--- src/rtl/key_pulse_pkg.sv ---
// Shared types and constants for the key_pulse_gen push-button front end.
package key_pulse_pkg;

    typedef enum logic [1:0] {
        IDLE         = 2'd0,
        PRESS_WAIT   = 2'd1,
        PRESSED      = 2'd2,
        RELEASE_WAIT = 2'd3
    } deb_state_t;

    localparam int CH_CNT = 0;
    localparam int CH_SET = 1;
    localparam int CH_CLR = 2;
    localparam int NUM_CH = 3;

    function automatic int max2(input int a, input int b);
        return (a > b) ? a : b;
    endfunction

endpackage

--- src/rtl/key_debounce.sv ---
// One key channel: 2-flop synchroniser, debounce FSM and saturating stability counter.
module key_debounce
    import key_pulse_pkg::*;
#(
    parameter int DEBOUNCE_CYCLES = 16
)
(
    input  logic       i_clock,
    input  logic       i_clear,
    input  logic       i_key,
    output deb_state_t o_state,
    output logic       o_press
);

    localparam int            CW       = $clog2(DEBOUNCE_CYCLES + 1);
    localparam logic [CW-1:0] CNT_ONE  = CW'(1);
    localparam logic [CW-1:0] CNT_LAST = CW'(DEBOUNCE_CYCLES - 1);
    localparam logic [CW-1:0] CNT_MAX  = CW'(DEBOUNCE_CYCLES);

    logic          r_sync1;
    logic          r_sync2;
    deb_state_t    r_state;
    logic [CW-1:0] r_cnt;
    deb_state_t    w_state_nxt;
    logic [CW-1:0] w_cnt_nxt;
    logic [CW-1:0] w_cnt_inc;
    logic          w_press;

    // Synchroniser, state and counter registers.
    always_ff @(posedge i_clock) begin
        if (i_clear) begin
            r_sync1 <= 1'b0;
            r_sync2 <= 1'b0;
            r_state <= IDLE;
            r_cnt   <= {CW{1'b0}};
        end else begin
            r_sync1 <= i_key;
            r_sync2 <= r_sync1;
            r_state <= w_state_nxt;
            r_cnt   <= w_cnt_nxt;
        end
    end

    // Next state; the sample that leaves a stable state counts as the first of the run.
    always_comb begin
        w_state_nxt = r_state;
        w_cnt_nxt   = {CW{1'b0}};
        w_press     = 1'b0;
        w_cnt_inc   = (r_cnt == CNT_MAX) ? r_cnt : (r_cnt + CNT_ONE);
        case (r_state)
            IDLE: begin
                if (r_sync2) begin
                    w_state_nxt = PRESS_WAIT;
                    w_cnt_nxt   = CNT_ONE;
                end else begin
                    w_state_nxt = IDLE;
                end
            end
            PRESS_WAIT: begin
                if (!r_sync2) begin
                    w_state_nxt = IDLE;
                end else if (r_cnt >= CNT_LAST) begin
                    w_state_nxt = PRESSED;
                    w_press     = 1'b1;
                end else begin
                    w_cnt_nxt   = w_cnt_inc;
                end
            end
            PRESSED: begin
                if (!r_sync2) begin
                    w_state_nxt = RELEASE_WAIT;
                    w_cnt_nxt   = CNT_ONE;
                end else begin
                    w_state_nxt = PRESSED;
                end
            end
            RELEASE_WAIT: begin
                if (r_sync2) begin
                    w_state_nxt = PRESSED;
                end else if (r_cnt >= CNT_LAST) begin
                    w_state_nxt = IDLE;
                end else begin
                    w_cnt_nxt   = w_cnt_inc;
                end
            end
            default: begin
                w_state_nxt = IDLE;
            end
        endcase
    end

    assign o_state = r_state;
    assign o_press = w_press;

endmodule

--- src/rtl/key_pulse_gen.sv ---
// Three debounced keys arbitrated (clear > set > cnt) into registered one-cycle command pulses.
// Optional cnt auto-repeat is built when KEY_PULSE_AUTO_REPEAT_EN is defined.
module key_pulse_gen
    import key_pulse_pkg::*;
#(
    parameter int DEBOUNCE_CYCLES = 16,
    parameter int REPEAT_DELAY    = 64,
    parameter int REPEAT_PERIOD   = 32
)
(
    input  logic       clock,
    input  logic       clear,
    input  logic       key_cnt,
    input  logic       key_set,
    input  logic       key_clear,
    output logic       cnt_pulse,
    output logic       set_pulse,
    output logic       clr_pulse,
    output logic [2:0] pressed
);

    if ((DEBOUNCE_CYCLES < 2) || (REPEAT_PERIOD < 2) || (REPEAT_DELAY < 1)) begin : g_bad_cfg
        $error("key_pulse_gen: unsupported parameter set");
    end

    logic [NUM_CH-1:0] w_keys;
    logic [NUM_CH-1:0] w_press;
    deb_state_t        w_state [NUM_CH];
    logic              w_rep_fire;
    logic              w_cnt_req;
    logic              r_cnt_pulse;
    logic              r_set_pulse;
    logic              r_clr_pulse;

    assign w_keys = {key_clear, key_set, key_cnt};

    for (genvar g = 0; g < NUM_CH; g++) begin : g_ch
        key_debounce #(
            .DEBOUNCE_CYCLES (DEBOUNCE_CYCLES)
        ) u_deb (
            .i_clock (clock),
            .i_clear (clear),
            .i_key   (w_keys[g]),
            .o_state (w_state[g]),
            .o_press (w_press[g])
        );
    end

`ifdef KEY_PULSE_AUTO_REPEAT_EN
    localparam int            RW        = $clog2(max2(REPEAT_DELAY, REPEAT_PERIOD) + 1);
    localparam logic [RW-1:0] REP_FIRST = RW'(REPEAT_DELAY - 1);
    localparam logic [RW-1:0] REP_NEXT  = RW'(REPEAT_PERIOD - 1);

    logic [RW-1:0] r_rep_cnt;
    logic          r_rep_first;
    logic          w_cnt_held;

    // Repeat timer only runs while the cnt key sits in PRESSED.
    always_comb begin
        w_cnt_held = (w_state[CH_CNT] == PRESSED);
        if (w_cnt_held) begin
            w_rep_fire = (r_rep_cnt == (r_rep_first ? REP_FIRST : REP_NEXT));
        end else begin
            w_rep_fire = 1'b0;
        end
    end

    // Repeat counter; restarts on every fire, dropped or not.
    always_ff @(posedge clock) begin
        if (clear) begin
            r_rep_cnt   <= {RW{1'b0}};
            r_rep_first <= 1'b1;
        end else if (!w_cnt_held) begin
            r_rep_cnt   <= {RW{1'b0}};
            r_rep_first <= 1'b1;
        end else if (w_rep_fire) begin
            r_rep_cnt   <= {RW{1'b0}};
            r_rep_first <= 1'b0;
        end else begin
            r_rep_cnt   <= r_rep_cnt + RW'(1);
            r_rep_first <= r_rep_first;
        end
    end
`else
    assign w_rep_fire = 1'b0;
`endif

    // Priority arbiter request for the cnt channel.
    always_comb begin
        w_cnt_req = w_press[CH_CNT] | w_rep_fire;
    end

    // Registered arbitration; losing events in a cycle are dropped.
    always_ff @(posedge clock) begin
        if (clear) begin
            r_clr_pulse <= 1'b0;
            r_set_pulse <= 1'b0;
            r_cnt_pulse <= 1'b0;
        end else begin
            r_clr_pulse <= w_press[CH_CLR];
            r_set_pulse <= w_press[CH_SET] & ~w_press[CH_CLR];
            r_cnt_pulse <= w_cnt_req & ~w_press[CH_SET] & ~w_press[CH_CLR];
        end
    end

    // Debounced level decode straight from the state registers.
    always_comb begin
        pressed = 3'b000;
        for (int i = 0; i < NUM_CH; i++) begin
            pressed[i] = (w_state[i] == PRESSED) || (w_state[i] == RELEASE_WAIT);
        end
    end

    assign cnt_pulse = r_cnt_pulse;
    assign set_pulse = r_set_pulse;
    assign clr_pulse = r_clr_pulse;

endmodule

--- config.mk ---
export PLATFORM = sky130hd
export DESIGN_NAME = key_pulse_gen
export DESIGN_NICKNAME = d
export VERILOG_FILES = /design/src/rtl/key_pulse_pkg.sv /design/src/rtl/key_debounce.sv /design/src/rtl/key_pulse_gen.sv
export SDC_FILE = /design/constraint.sdc
export NUM_CORES = 1
export LEC_CHECK = 0
export BUFFER_PORTS_ARGS = -buffer_cell sky130_fd_sc_hd__clkbuf_2
export CORE_MARGIN = 2
export CORE_UTILIZATION = 57
export CTS_CLUSTER_DIAMETER = 150
export CTS_CLUSTER_SIZE = 10
export DETAILED_ROUTE_END_ITERATION = 6
export PLACE_DENSITY = 0.85
export SETUP_SLACK_MARGIN = 0.02
export SLEW_MARGIN = 20
export SYNTH_ARGS = -nofsm -noshare
export SYNTH_HDL_FRONTEND = slang
export SYNTH_HIERARCHICAL = 1
export SYNTH_SLANG_ARGS = --single-unit
--- constraint.sdc ---
create_clock -name clock -period 2.1 [get_ports clock]
set_clock_uncertainty 0.2 [all_clocks]
set_input_delay 0.21 -clock clock [delete_from_list [all_inputs] [get_ports clock]]
set_output_delay 0.21 -clock clock [all_outputs]
set_load 0.01 [all_outputs]
==> reports/metrics.csv, run 1 <==
metric;value;unit
status;finished, final reports clean;
hold_violations;0;
worst_slack;145;ps
yosys_warnings;6;
maxCapViolCount;0;
critPathTopFamily;simple AND/OR/NAND/NOR gates;
tightest_slew;443;ps
slew_violations;0;
path_max_fanout;4;
num_rows;17;
critPathKind;flip-flop to flip-flop;
fin_crit;1960;ps
leakagePower;0.626;nW
dp_slack;152;ps
use_met3;0.0629;
synthCells;138;
grt_util_all_layers;0.191;
cp.required;2140;ps
synth_seq_cells;30;
dieHeight;52.4;um
synthToLayoutAreaGrowth;13.0;%
clock-sinks;30;
cp_common_cell;ha_1;
diodes;0;
vias;1030;
viasPerCell;5.54;
syn-num-nets;152;
total_power;1.03;mW
ir_worst_vdd;0.000582;V
crit_chain;ha_1 > and3_1 > ha_1 > nor2_2 > nand2_1 > and4b_2 > nor4b_2;
finalCritPeriodShare;0.931;
drcViolationCount;0;
yosysSeqAreaShare;0.449;
syn_avg_cell_area;9.69;sq um
htree_levels;2;
place.gp.congestion;0.737;
cts_setup_buffers;0;
powerDensity;683;nW/um^2
overflow;0;
start_kind;flip-flop;
cts_buffers;5;
slew_headroom;0.705;
antenna_left;0;
grt_pass1_vias;941;
min_path_type;input pin to flip-flop;
io_pins;11;
final_util;0.683;
layout_commonest_cell;dfxtp_1;
io_buffers;10;
rsz0062_at_grt;false;
clock_path_buffers;2;
wl_per_cell;12.5;um
slowest_stage;dfxtp_1;
final_cell_mix;dfxtp_1 (30), nand2_1 (11), inv_1 (10), nor2_1 (10), clkbuf_2 (10);
tritoncts;built;
drt-initial-drc-count;15;
worst_ep_arrival_time;1990;ps
ys_types;25;
worstSetupEndpointType;flip-flop;
use_met1;0.201;
core_area;2210;sq um
dr.pass1.iters;4;
die_x;52.4;um
crit_buf_inv;0;
setup_viol;0;
nets;172;
layout-drive-gt1-share;0.177;
wl;2330;um
initial_core_util;0.605;
antenna_found_initial;0;
clk_pin_slew;90;ps
nFillCells;174;
grt_util_met2;0.338;
busiest_layer;met2;
timing.fmax;0.511;GHz
root_buffer;clkbuf_4;
critPathMaxStageDelay;340;ps
hpwl;1680;um
grt_start_max_net_pins;28;
clk_latency;320;ps
grt_first_pass_wirelength;3770;um
die_area;2750;sq um
fin_tns_setup;0;ps
synthesis.area;1340;sq um
[Yosys cell counts]
| cell | number | area share |
|---|---|---|
| nor2b_1 | 7 | 0.033 |
| clkbuf_1 | 3 | 0.0084 |
| nor3b_2 | 4 | 0.037 |
| nand2_1 | 11 | 0.031 |
| nor3b_1 | 2 | 0.011 |
| nand4b_1 | 6 | 0.039 |
| xor2_1 | 3 | 0.020 |
| nand3_1 | 3 | 0.011 |
| nor4b_2 | 1 | 0.011 |
| nand2b_1 | 3 | 0.014 |
| nor2_1 | 11 | 0.031 |
| a21oi_1 | 9 | 0.034 |
| inv_1 | 10 | 0.028 |
| o31a_1 | 3 | 0.020 |
| or3b_1 | 3 | 0.020 |
| and4b_2 | 3 | 0.025 |
| ha_1 | 9 | 0.084 |
| o311ai_1 | 3 | 0.020 |
| xnor2_1 | 3 | 0.020 |
| and3_1 | 3 | 0.014 |
| dfxtp_1 | 30 | 0.45 |
| nor3_1 | 2 | 0.0075 |
| a31oi_1 | 3 | 0.014 |
| nand4_1 | 2 | 0.0094 |
| nand4_2 | 1 | 0.0094 |
[cell families (layout without fill, tap and decap cells)]
kind of cell               Yosys count  in the layout  synth area share
AOI/OAI and AO/OA                   18             18            0.0870
xor gates and xnor gates             6              6            0.0393
adders and majority gates            9              9            0.0842
buffers and inverters               13             33            0.0365
DFF                                 30             30             0.449
and+or+nand+nor                     62             62             0.304
[stage by stage]
step	area [sq um]	instances	hold WS (ps)
after detailed placement	1430	176	223
after CTS	1510	186	166
after global routing	1510	186	221
final	1510	186	180
after floorplan	1340	138	81.6
after global placement	1430	176	218
[repair_timing]
action	CTS	global route
hold buffers	3	0
endpoints found under the hold margin	3	0
gates resized for setup	0	1
setup endpoints to repair	0	1
[worst paths after layout]
kind / startpoint / endpoint / slack (ps) / depth (start not counted)
setup / recovery: g_ch[1].u_deb/r_cnt[0]$_SDFF_PP0_ / cnt_pulse$_SDFF_PP0_ / 140 / 7
hold / removal: clear / g_ch[0].u_deb/r_sync2$_SDFF_PP0_ / 180 / 2
setup reg to reg: g_ch[1].u_deb/r_cnt[0]$_SDFF_PP0_ / cnt_pulse$_SDFF_PP0_ / 140 / 7
hold reg to reg: g_ch[1].u_deb/r_sync1$_SDFF_PP0_ / g_ch[1].u_deb/r_sync2$_SDFF_PP0_ / 240 / 1
[registers in the layout, indices dropped and copies added, names as in the netlist, named ones only]
name                cells
clr_pulse               1
cnt_pulse               1
g_ch.u_deb/o_state      3
g_ch.u_deb/r_cnt       15
g_ch.u_deb/r_sync1      3
g_ch.u_deb/r_sync2      3
set_pulse               1
[per-layer routing]
layer / up-vias / share of wire / wire length, um
met2: 13 / 0.48 / 1110
met5: - / 0 / 0
met3: 5 / 0.029 / 68
met4: 0 / 0.015 / 34
met1: 483 / 0.48 / 1110
li1: 529 / - / -
[where the power goes]
group | switching [mW] | internal, mW | total (mW) | leakage [nW]
Sequential | 0.0317 | 0.596 | 0.628 | 0.244
Clock | 0.178 | 0.126 | 0.304 | 0.0254
Combinational | 0.0486 | 0.0515 | 0.100 | 0.356
[worst register-to-register path, cell delays in order (launching register included)]
cell	delay, ps
dfxtp_1	340
ha_1	230
and3_1	190
ha_1	210
nor2_2	110
nand2_1	90
and4b_2	250
nor4b_2	250
[layout make-up]
type / count / area (sq um) / share of cell area
Clock buffer: 7 / 45.0 / 0.0298
Inverter: 10 / 37.5 / 0.0248
Multi-Input combinational cell: 95 / 691 / 0.457
Sequential cell: 30 / 601 / 0.397
Tap cell: 28 / 35.0 / 0.0232
Timing Repair Buffer: 16 / 103 / 0.0679
(Power assumes the default switching activity.)
==> run 2: changes to the inputs <==
--- a/config.mk
+++ b/config.mk
@@ -8,13 +8,11 @@
 export BUFFER_PORTS_ARGS = -buffer_cell sky130_fd_sc_hd__clkbuf_2
 export CORE_MARGIN = 2
 export CORE_UTILIZATION = 57
-export CTS_CLUSTER_DIAMETER = 150
 export CTS_CLUSTER_SIZE = 10
 export DETAILED_ROUTE_END_ITERATION = 6
-export PLACE_DENSITY = 0.85
+export PLACE_DENSITY = 0.84
 export SETUP_SLACK_MARGIN = 0.02
 export SLEW_MARGIN = 20
 export SYNTH_ARGS = -nofsm -noshare
 export SYNTH_HDL_FRONTEND = slang
-export SYNTH_HIERARCHICAL = 1
 export SYNTH_SLANG_ARGS = --single-unit
==> run 2 against run 1 <==
Compared with the run above:
- fmax increased by 1.5%
- die area increased by 1.9%
- sequential share of layout area decreased by 0.39 points
- via count increased by 1.4%
- worst setup slack improved by 29 ps
- sequential power decreased by 7.3%
- clock-buffer cell count unchanged
- combinational power decreased by 58%
- critical path depth decreased by 1
- clock power increased by 14%
- cell count increased by 2.7%
- synthesized cell count increased by 5.1%
- critical path type unchanged
- largest cell class unchanged
- largest power group unchanged
==> reports/metrics.csv, run 2 <==
metric;value;unit
synthToLayoutAreaGrowth;11.8;%
path_max_fanout;4;
core_area;2230;sq um
layout-drive-gt1-share;0.160;
wl_per_cell;14.2;um
layout_commonest_cell;dfxtp_1;
grt_util_all_layers;0.254;
antenna_left;0;
syn_avg_cell_area;9.41;sq um
stdcell_area;1530;sq um
final_util;0.683;
cp.required;2150;ps
diodes;0;
status;finished, final reports clean;
vias;1044;
p_seq_frac;0.599;
ff_latch_area;601;sq um
synth.largest_area_cell;dfxtp_1;
cts_buffers;5;
syn-num-nets;159;
setup_viol;0;
clock_power_share;0.358;
antenna_found_initial;0;
ys_types;31;
slew_violations;0;
total_power;0.972;mW
final_cell_mix;dfxtp_1 (30), inv_1 (15), nand2_1 (11);
root_buffer;clkbuf_4;
viasPerCell;5.47;
cts_setup_buffers;0;
tritoncts;built;
ir_worst_vdd;0.000557;V
min_path_type;flip-flop to flip-flop;
hold_violations;0;
wl;2710;um
powerDensity;637;nW/um^2
grt_start_max_net_pins;14;
htree_levels;2;
worstSetupEndpointType;flip-flop;
io_pins;11;
clk_latency;330;ps
worst_ep_arrival_time;1970;ps
leakagePower;0.583;nW
ys_top_cells_by_count;dfxtp_1 (30), inv_1 (15), nand2_1 (11), nor3_1 (10);
num_rows;17;
die_area;2800;sq um
synthesis.area;1370;sq um
slew_headroom;0.726;
cp_common_cell;ha_1;
yosys.cell_count.top_type;dfxtp_1;
largest_reg_flops;15;
p_comb_frac;0.043;
clock_path_buffers;2;
top_register;g_ch.u_deb.r_cnt;
drt-initial-drc-count;17;
crit_chain;ha_1 > and3_1 > ha_1 > nor2_1 > nand4_1 > nor3_1;
crit_buf_inv;0;
die_x;52.9;um
clock-sinks;30;
clk_pin_slew;90;ps
place.gp.congestion;0.789;
synthCells;145;
fin_crit;1930;ps
critPathKind;flip-flop to flip-flop;
synthTopCellsByArea;dfxtp_1 (44%), ha_1 (8.2%), inv_1 (4.1%), nor2b_1 (4.1%), nor3_1 (3.7%);
switchingPower;0.215;mW
start_kind;flip-flop;
overflow;0;
nFillCells;190;
dieHeight;52.9;um
drcViolationCount;0;
rsz0062_at_grt;false;
synthArstFlopShare;0;
internal_power;0.757;mW
initial_core_util;0.611;
critPathMaxStageDelay;350;ps
nets;176;
synth_seq_cells;30;
timing.fmax;0.519;GHz
place_area;1420;sq um
yosysTopAreaCellShare;0.440;
finalCritPeriodShare;0.917;
yosysSeqAreaShare;0.440;
multiInputGateArea;671;sq um
synth_edf_count;0;
yosys_warnings;0;
fin_tns_setup;0;ps
maxCapViolCount;0;
grt_first_pass_wirelength;4860;um
grt_pass1_vias;1076;
switching_share;0.221;
critPathTopFamily;simple AND/OR/NAND/NOR gates;
io_buffers;10;
tightest_slew;411;ps
dr.pass1.iters;4;
synth_ff_type;dfxtp_1;
hpwl;1860;um
slowest_stage;dfxtp_1;
run 2: cells by family (layout without fill, tap and decap cells):
| group | Yosys count | count (layout) | synth area share |
|---|---|---|---|
| AO/OA/AOI/OAI | 16 | 16 | 0.0880 |
| XOR/XNOR | 5 | 5 | 0.0321 |
| adder cells (fa/ha/maj) | 9 | 9 | 0.0825 |
| buffers and inverters | 21 | 39 | 0.0687 |
| flip-flops | 30 | 30 | 0.440 |
| multiplexers | 3 | 3 | 0.0220 |
| AND/OR/NAND/NOR | 61 | 61 | 0.267 |
run 2: final timing paths:
check / startpoint / to / slack (ps) / cells past startpoint
worst max-delay path: g_ch[1].u_deb.r_cnt[0]$_SDFF_PP0_ / g_ch[1].u_deb.r_cnt[4]$_SDFF_PP0_ / 170 / 6
worst min-delay path: g_ch[0].u_deb.r_sync1$_SDFF_PP0_ / g_ch[0].u_deb.r_sync2$_SDFF_PP0_ / 240 / 1
worst max register to register: g_ch[1].u_deb.r_cnt[0]$_SDFF_PP0_ / g_ch[1].u_deb.r_cnt[4]$_SDFF_PP0_ / 170 / 6
worst min register to register: g_ch[0].u_deb.r_sync1$_SDFF_PP0_ / g_ch[0].u_deb.r_sync2$_SDFF_PP0_ / 240 / 1
run 2: metal layers:
layer | vias to the layer above | GRT usage | routed length [um] | part of all wire
li1 | 527 | - | - | -
met1 | 487 | 0.262 | 1140 | 0.42
met2 | 24 | 0.446 | 1390 | 0.51
met3 | 6 | 0.0847 | 105 | 0.039
met4 | 0 | 0.141 | 75 | 0.028
met5 | - | 0 | 0 | 0
run 2: layout make-up:
type,instances,area share
inverters,16,0.0393
repair buffers,15,0.0656
clock buffers,7,0.0361
flip-flops and latches,30,0.393
multi-input cells,94,0.439
well taps,28,0.0230
clock inverters,1,0.00328
run 2: worst reg2reg max path: cells and delay by family (launching register included):
kind | cells | cell delay, ps
and+or+nand+nor | 4 | 890
adders and majority gates | 2 | 410
DFF | 1 | 350
run 2: power groups by stage:
stage | clock, mW | combinational, mW | sequential [mW]
after floorplan | 0 | 0.0282 | 0.594
after global placement | 0 | 0.0314 | 0.595
after detailed placement | 0 | 0.0333 | 0.596
after CTS | 0.360 | 0.0408 | 0.582
after global routing | 0.387 | 0.0474 | 0.584
final | 0.348 | 0.0421 | 0.582
run 2: through the flow:
step	setup slack (ps)	hold slack, ps	instances
final	174	239	191
after global routing	31.3	270	191
after CTS	168	238	191
after detailed placement	206	225	178
after global placement	281	218	178
after floorplan	435	138	145
run 2: timing repair:
action	in CTS	in global routing
gates resized for setup	0	0
hold endpoints to repair	7	0
hold buffers	5	0
